File: config.mk
export PLATFORM = sky130hd
export DESIGN_NAME = debounce_bank
export DESIGN_NICKNAME = d
export VERILOG_FILES = /design/src/rtl/debounce_pkg.sv /design/src/rtl/debounce_chan.sv /design/src/rtl/debounce_bank.sv
export SDC_FILE = /design/constraint.sdc
export NUM_CORES = 1
export LEC_CHECK = 0
export CORE_UTILIZATION = 25
export CTS_CLUSTER_DIAMETER = 30
export DETAILED_ROUTE_END_ITERATION = 10
export GPL_TIMING_DRIVEN = 0
export PLACE_DENSITY = 0.51
export SYNTH_ARGS = -nofsm -noshare
export SYNTH_HDL_FRONTEND = slang
export SYNTH_SLANG_ARGS = --single-unit
File: constraint.sdc
create_clock -name CLK -period 1.95 [get_ports CLK]
set_input_delay 0.2925 -clock CLK [delete_from_list [all_inputs] [get_ports CLK]]
set_output_delay 0.2925 -clock CLK [all_outputs]
set_load 0.1 [all_outputs]
File: src/rtl/debounce_pkg.sv
// debounce_pkg
//   Shared helpers for the push-button debounce bank.
//   - clog2    : bit width needed to hold values 0..value-1 (never less than 1)
//   - calc_div : clock cycles per sample tick (CLK_HZ / SAMPLE_HZ)
//   No ports; imported by debounce_chan and debounce_bank.
//   Optional feature macro used elsewhere in the slice: DEBOUNCE_AUTO_REPEAT_EN.

package debounce_pkg;

  // Width of a counter that must represent 0..value-1. A minimum of one bit
  // keeps degenerate parameter choices from producing zero-width vectors.
  function automatic int clog2(input longint value);
    int width;
    width = 1;
    while ((longint'(1) << width) < value) begin
      width++;
    end
    return width;
  endfunction

  function automatic int calc_div(input longint clk_hz, input longint sample_hz);
    return int'(clk_hz / sample_hz);
  endfunction

endpackage

File: src/rtl/debounce_chan.sv
// debounce_chan
//   One button channel: two-flop synchroniser, tick-driven stability filter,
//   debounced level and registered one-cycle press/release pulses.
//   Optional auto-repeat of PRESS while held (macro DEBOUNCE_AUTO_REPEAT_EN).
// Ports
//   CLK    in  1  system clock, rising edge
//   RST    in  1  asynchronous active-high reset
//   tick   in  1  shared one-cycle sample strobe
//   pin    in  1  raw button pin, asynchronous to CLK
//   level  out 1  debounced state, 1 = pressed
//   press  out 1  one-cycle pulse on accepted press (and on repeats when enabled)
//   rel    out 1  one-cycle pulse on accepted release

module debounce_chan
  import debounce_pkg::*;
#(
  parameter int STABLE        = 8,
  parameter int ACTIVE_LOW    = 1,
  parameter int REPEAT_DELAY  = 500,
  parameter int REPEAT_PERIOD = 100
) (
  input  logic CLK,
  input  logic RST,
  input  logic tick,
  input  logic pin,
  output logic level,
  output logic press,
  output logic rel
);

  localparam int   CW       = clog2(STABLE + 1);
  localparam logic INACTIVE = (ACTIVE_LOW != 0);

  if (STABLE < 1) begin : g_bad_stable
    $error("debounce_chan: STABLE must be at least 1");
  end
  if (REPEAT_DELAY < 1 || REPEAT_PERIOD < 1) begin : g_bad_repeat
    $error("debounce_chan: REPEAT_DELAY and REPEAT_PERIOD must be at least 1");
  end

  logic [1:0]    sync_q;
  logic          s;
  logic [CW-1:0] cnt;
  logic          accept;
  logic          rep_fire;

  // Synchroniser flops start at the idle pin value so leaving reset never
  // looks like a press.
  always_ff @(posedge CLK or posedge RST) begin
    if (RST) begin
      sync_q <= {INACTIVE, INACTIVE};
    end else begin
      sync_q <= {sync_q[0], pin};
    end
  end

  assign s = sync_q[1] ^ INACTIVE;

  // A new level is accepted on the tick that delivers the STABLE-th
  // consecutive disagreeing sample.
  always_comb begin
    accept = 1'b0;
    if (tick && (s != level) && (cnt == CW'(STABLE - 1))) begin
      accept = 1'b1;
    end
  end

  // Filter counter and level. Any agreeing sample clears the run, so a bounce
  // restarts the count from zero.
  always_ff @(posedge CLK or posedge RST) begin
    if (RST) begin
      cnt   <= '0;
      level <= 1'b0;
    end else if (tick) begin
      if (s == level) begin
        cnt <= '0;
      end else if (accept) begin
        level <= s;
        cnt   <= '0;
      end else begin
        cnt <= cnt + CW'(1);
      end
    end
  end

  // Pulses are registered alongside level so they coincide with its change.
  always_ff @(posedge CLK or posedge RST) begin
    if (RST) begin
      press <= 1'b0;
      rel   <= 1'b0;
    end else begin
      press <= (accept && s) || rep_fire;
      rel   <= accept && !s;
    end
  end

`ifdef DEBOUNCE_AUTO_REPEAT_EN
  localparam int HW = clog2(REPEAT_DELAY + 1);
  localparam int PW = clog2(REPEAT_PERIOD + 1);

  logic [HW-1:0] held;
  logic [PW-1:0] phase;

  // held counts ticks since the press was accepted and parks at REPEAT_DELAY;
  // from then on phase paces the periodic repeats. A tick that accepts a
  // release never repeats.
  always_comb begin
    rep_fire = 1'b0;
    if (tick && level && !accept) begin
      if (held == HW'(REPEAT_DELAY - 1)) begin
        rep_fire = 1'b1;
      end else if ((held == HW'(REPEAT_DELAY)) && (phase == PW'(REPEAT_PERIOD - 1))) begin
        rep_fire = 1'b1;
      end
    end
  end

  // Repeat state is held clear whenever the button is not pressed.
  always_ff @(posedge CLK or posedge RST) begin
    if (RST) begin
      held  <= '0;
      phase <= '0;
    end else if (!level) begin
      held  <= '0;
      phase <= '0;
    end else if (tick) begin
      if (held != HW'(REPEAT_DELAY)) begin
        held <= held + HW'(1);
      end else if (phase == PW'(REPEAT_PERIOD - 1)) begin
        phase <= '0;
      end else begin
        phase <= phase + PW'(1);
      end
    end
  end
`else
  assign rep_fire = 1'b0;
`endif

endmodule

File: src/rtl/debounce_bank.sv
// debounce_bank
//   NCH-channel push-button conditioner: shared sample-tick divider plus one
//   debounce_chan per button. Auto-repeat is compiled in with the macro
//   DEBOUNCE_AUTO_REPEAT_EN (off by default).
// Ports
//   CLK     in  1    system clock, rising edge
//   RST     in  1    asynchronous active-high reset
//   BIN     in  NCH  raw button pins, asynchronous to CLK
//   LEVEL   out NCH  debounced state, 1 = pressed
//   PRESS   out NCH  one-cycle pulse on accepted press (and repeats)
//   RELEASE out NCH  one-cycle pulse on accepted release
//   TICK    out 1    one-cycle sample strobe, shared with other slow logic

module debounce_bank
  import debounce_pkg::*;
#(
  parameter int NCH           = 3,
  parameter int CLK_HZ        = 50000000,
  parameter int SAMPLE_HZ     = 1000,
  parameter int STABLE        = 8,
  parameter int ACTIVE_LOW    = 1,
  parameter int REPEAT_DELAY  = 500,
  parameter int REPEAT_PERIOD = 100
) (
  input  logic           CLK,
  input  logic           RST,
  input  logic [NCH-1:0] BIN,
  output logic [NCH-1:0] LEVEL,
  output logic [NCH-1:0] PRESS,
  output logic [NCH-1:0] RELEASE,
  output logic           TICK
);

  localparam int DIV = calc_div(CLK_HZ, SAMPLE_HZ);
  localparam int DW  = clog2(DIV);

  if (DIV < 2) begin : g_bad_div
    $error("debounce_bank: CLK_HZ / SAMPLE_HZ must be at least 2");
  end

  logic [DW-1:0] div_cnt;

  // Free-running divider; TICK is registered so it lands on the cycle after
  // the count reaches DIV-1.
  always_ff @(posedge CLK or posedge RST) begin
    if (RST) begin
      div_cnt <= '0;
      TICK    <= 1'b0;
    end else begin
      TICK <= (div_cnt == DW'(DIV - 1));
      if (div_cnt == DW'(DIV - 1)) begin
        div_cnt <= '0;
      end else begin
        div_cnt <= div_cnt + DW'(1);
      end
    end
  end

  for (genvar i = 0; i < NCH; i++) begin : g_chan
    debounce_chan #(
      .STABLE       (STABLE),
      .ACTIVE_LOW   (ACTIVE_LOW),
      .REPEAT_DELAY (REPEAT_DELAY),
      .REPEAT_PERIOD(REPEAT_PERIOD)
    ) u_chan (
      .CLK  (CLK),
      .RST  (RST),
      .tick (TICK),
      .pin  (BIN[i]),
      .level(LEVEL[i]),
      .press(PRESS[i]),
      .rel  (RELEASE[i])
    );
  end

endmodule
==> impl_metrics.tcl <==
set metrics [dict create \
    worstPathRequired_ns 1.66 \
    reg2reg_to "div_cnt[8]$_DFF_PP0_" \
    ys_types 35 \
    drcViolationCount 0 \
    netlist_area_sq_mm 0.001989 \
    reg2reg_depth 4 \
    htreeDepth 2 \
    max_slew_margin_pct 36.90 \
    max_freq_ghz 0.5289 \
    cts_tree "built" \
    coreArea_sq_mm 0.007727 \
    layout_common_cells "dfrtp_1, nand3_1, nand2_1" \
    layout-drive-gt1-share_pct 16.26 \
    drv_slew 0 \
    slowest_stage "dlygate4sd2_1" \
    regToRegStartpoint "div_cnt[12]$_DFF_PP0_" \
    hold_viol 0 \
    gp_congestion 0.7527 \
    nets 211 \
    crit_arrival_ns 1.60 \
    cts-root-buf "clkbuf_8" \
    leakagePower_nw 1.045 \
    p_total_mw 1.575 \
    cts_hold_buffers 0 \
    port_buffers 14 \
    rows 32 \
    fillers 796 \
    crit_family "buffers and inverters" \
    drt-pass1-iter-count 4 \
    crit_buf_inv 1 \
    cts_made_buffers 5 \
    grt_util_all_layers_pct 9.177 \
    avgViaCountPerCell 4.289 \
    synth_seq_cells 44 \
    cp_cell_sequence "dlygate4sd2_1" \
    post-route-period-util_pct 96.96 \
    antenna-diode-count 0 \
    clk_pin_slew_ns 0.09 \
    clk_latency_ns 0.30 \
    yosysWarnings 0 \
    dp_hpwl_um 2293 \
    worst_pin_slew_ns 0.9502 \
    async_reset_ff_share_pct 100.0 \
    ioPinCount 15 \
    hold_class "primary input to asynchronous set/reset pin" \
    syn_inst 180 \
    grt_pass1_vias 1330 \
    finalHoldWorstSlack_ns 0.3341 \
    drv_cap 0 \
    cts_buffer_depth 2 \
    wl_per_cell_um 10.97 \
    finClkSkew_ns 0.007925 \
    grt_first_pass_wirelength_um 6037 \
    syn_area_per_cell_sq_um 11.05 \
    ir_drop_mv 0.3596 \
    detail-route-antenna-nets 0 \
    cellPowerDensity_mw_per_mm2 663.5 \
    die_w_um 91.21 \
    antenna_found_initial 0 \
    layout_min_cycle_time_ns 1.891 \
    ys.flop_type "dfrtp_1" \
    r2r_slack_ns 0.31 \
    postCtsSetupBuffers 0 \
    floorplan.initialDensity_pct 25.74 \
    dpl_cell_area_sq_mm 0.002285 \
    cp_max_fo 4 \
    synth-edff-count 0 \
    wl_um 3346 \
    ctsResizeCount 15 \
    dieArea_sq_mm 0.008318 \
    path_class "flop to primary output" \
    max_stage_delay_ns 0.87 \
    synth_fp_nets 189 \
    layout_commonest_cell "dfrtp_1" \
    grt_max_degree 24 \
    cts.sinks 44 \
    grt.overflow.total 0 \
    areaGrowthSynthToFinish_pct 19.31 \
    end_kind "primary output" \
    drt_iter0_drc 27 \
    status "completed" \
    cp-start-kind "flop" \
    yosysSeqAreaShare_pct 55.72 \
    setup_viol 0 \
    die_h_um 91.21 \
    via_count 1308 \
    postLayoutCoreUtil_pct 30.72 \
    rsz0062_at_grt "false" \
    finish.instance_area_sq_mm 0.002374 \
]
## per-layer routing
layer	wire length [um]	vias to the layer above	GRT usage, %
li1	-	669	-
met3	103	6	2.513
met4	59	0	4.762
met2	1538	15	14.77
met5	0	-	0
met1	1645	618	11.21
## final cells by class
cell class | count | area (sq um) | share of cell area (%)
sequential | 44 | 1109 | 46.71
multi-input combinational | 117 | 775.7 | 32.68
timing repair buffer | 15 | 158.9 | 6.695
tap | 102 | 127.6 | 5.377
clock buffer | 6 | 82.58 | 3.479
buffer | 11 | 75.07 | 3.163
inverter | 8 | 30.03 | 1.265
clock inverter | 2 | 15.01 | 0.6326
## through the flow
step	TNS [ns]	cells	setup slack [ns]
floorplan	0	180	0.06758
detailed placement	-0.03644	297	-0.03644
global route	0	305	0.01277
CTS	0	305	0.04538
finish	0	305	0.05924
global placement	-13.67	296	-0.3608
## sequential cells by signal, indices dropped and copies added (netlist names)
signal and count:
g_chan.u_chan.sync_q 6, TICK 1, div_cnt 16, g_chan.u_chan.press 3, g_chan.u_chan.cnt 12, g_chan.u_chan.rel 3, g_chan.u_chan.level 3
## where the power goes
part / internal (mW) / leakage, nW / switching (mW)
combinational: 0.0152 / 0.422 / 0.0233
clock: 0.287 / 0.0434 / 0.322
sequential: 0.923 / 0.580 / 0.00463
## worst max-delay path by stage
stage / depth (start not counted) / from / endpoint
after CTS: 1 / TICK$_DFF_PP0_ / TICK
after detailed placement: 2 / g_chan[0].u_chan.level$_DFFE_PP0P_ / LEVEL[0]
after global routing: 1 / TICK$_DFF_PP0_ / TICK
after global placement: 2 / RST / g_chan[0].u_chan.press$_DFF_PP0_
after floorplan: 4 / TICK$_DFF_PP0_ / g_chan[2].u_chan.cnt[3]$_DFFE_PP0P_
final: 1 / TICK$_DFF_PP0_ / TICK
## kinds of logic after synthesis
family,synth area share [%]
compound gates,6.541
buf+inv,5.283
xor+xnor,6.604
fa+ha+maj,2.516
mux,3.082
simple gates,20.25
flops,55.72
## cell usage after synthesis, types with 5 or more instances
master	count	share of area, %
inv_1	8	1.5
dfstp_2	6	7.9
xnor2_1	8	3.5
dfrtp_1	38	48
nand2_1	15	2.8
nand3_1	17	4.3
xor2_1	7	3.1
mux2i_1	5	2.5
or3_1	5	1.6
nor2_1	9	1.7
buf_4	9	3.4
o21ai_0	9	2.3
(Power assumes the default switching activity.)
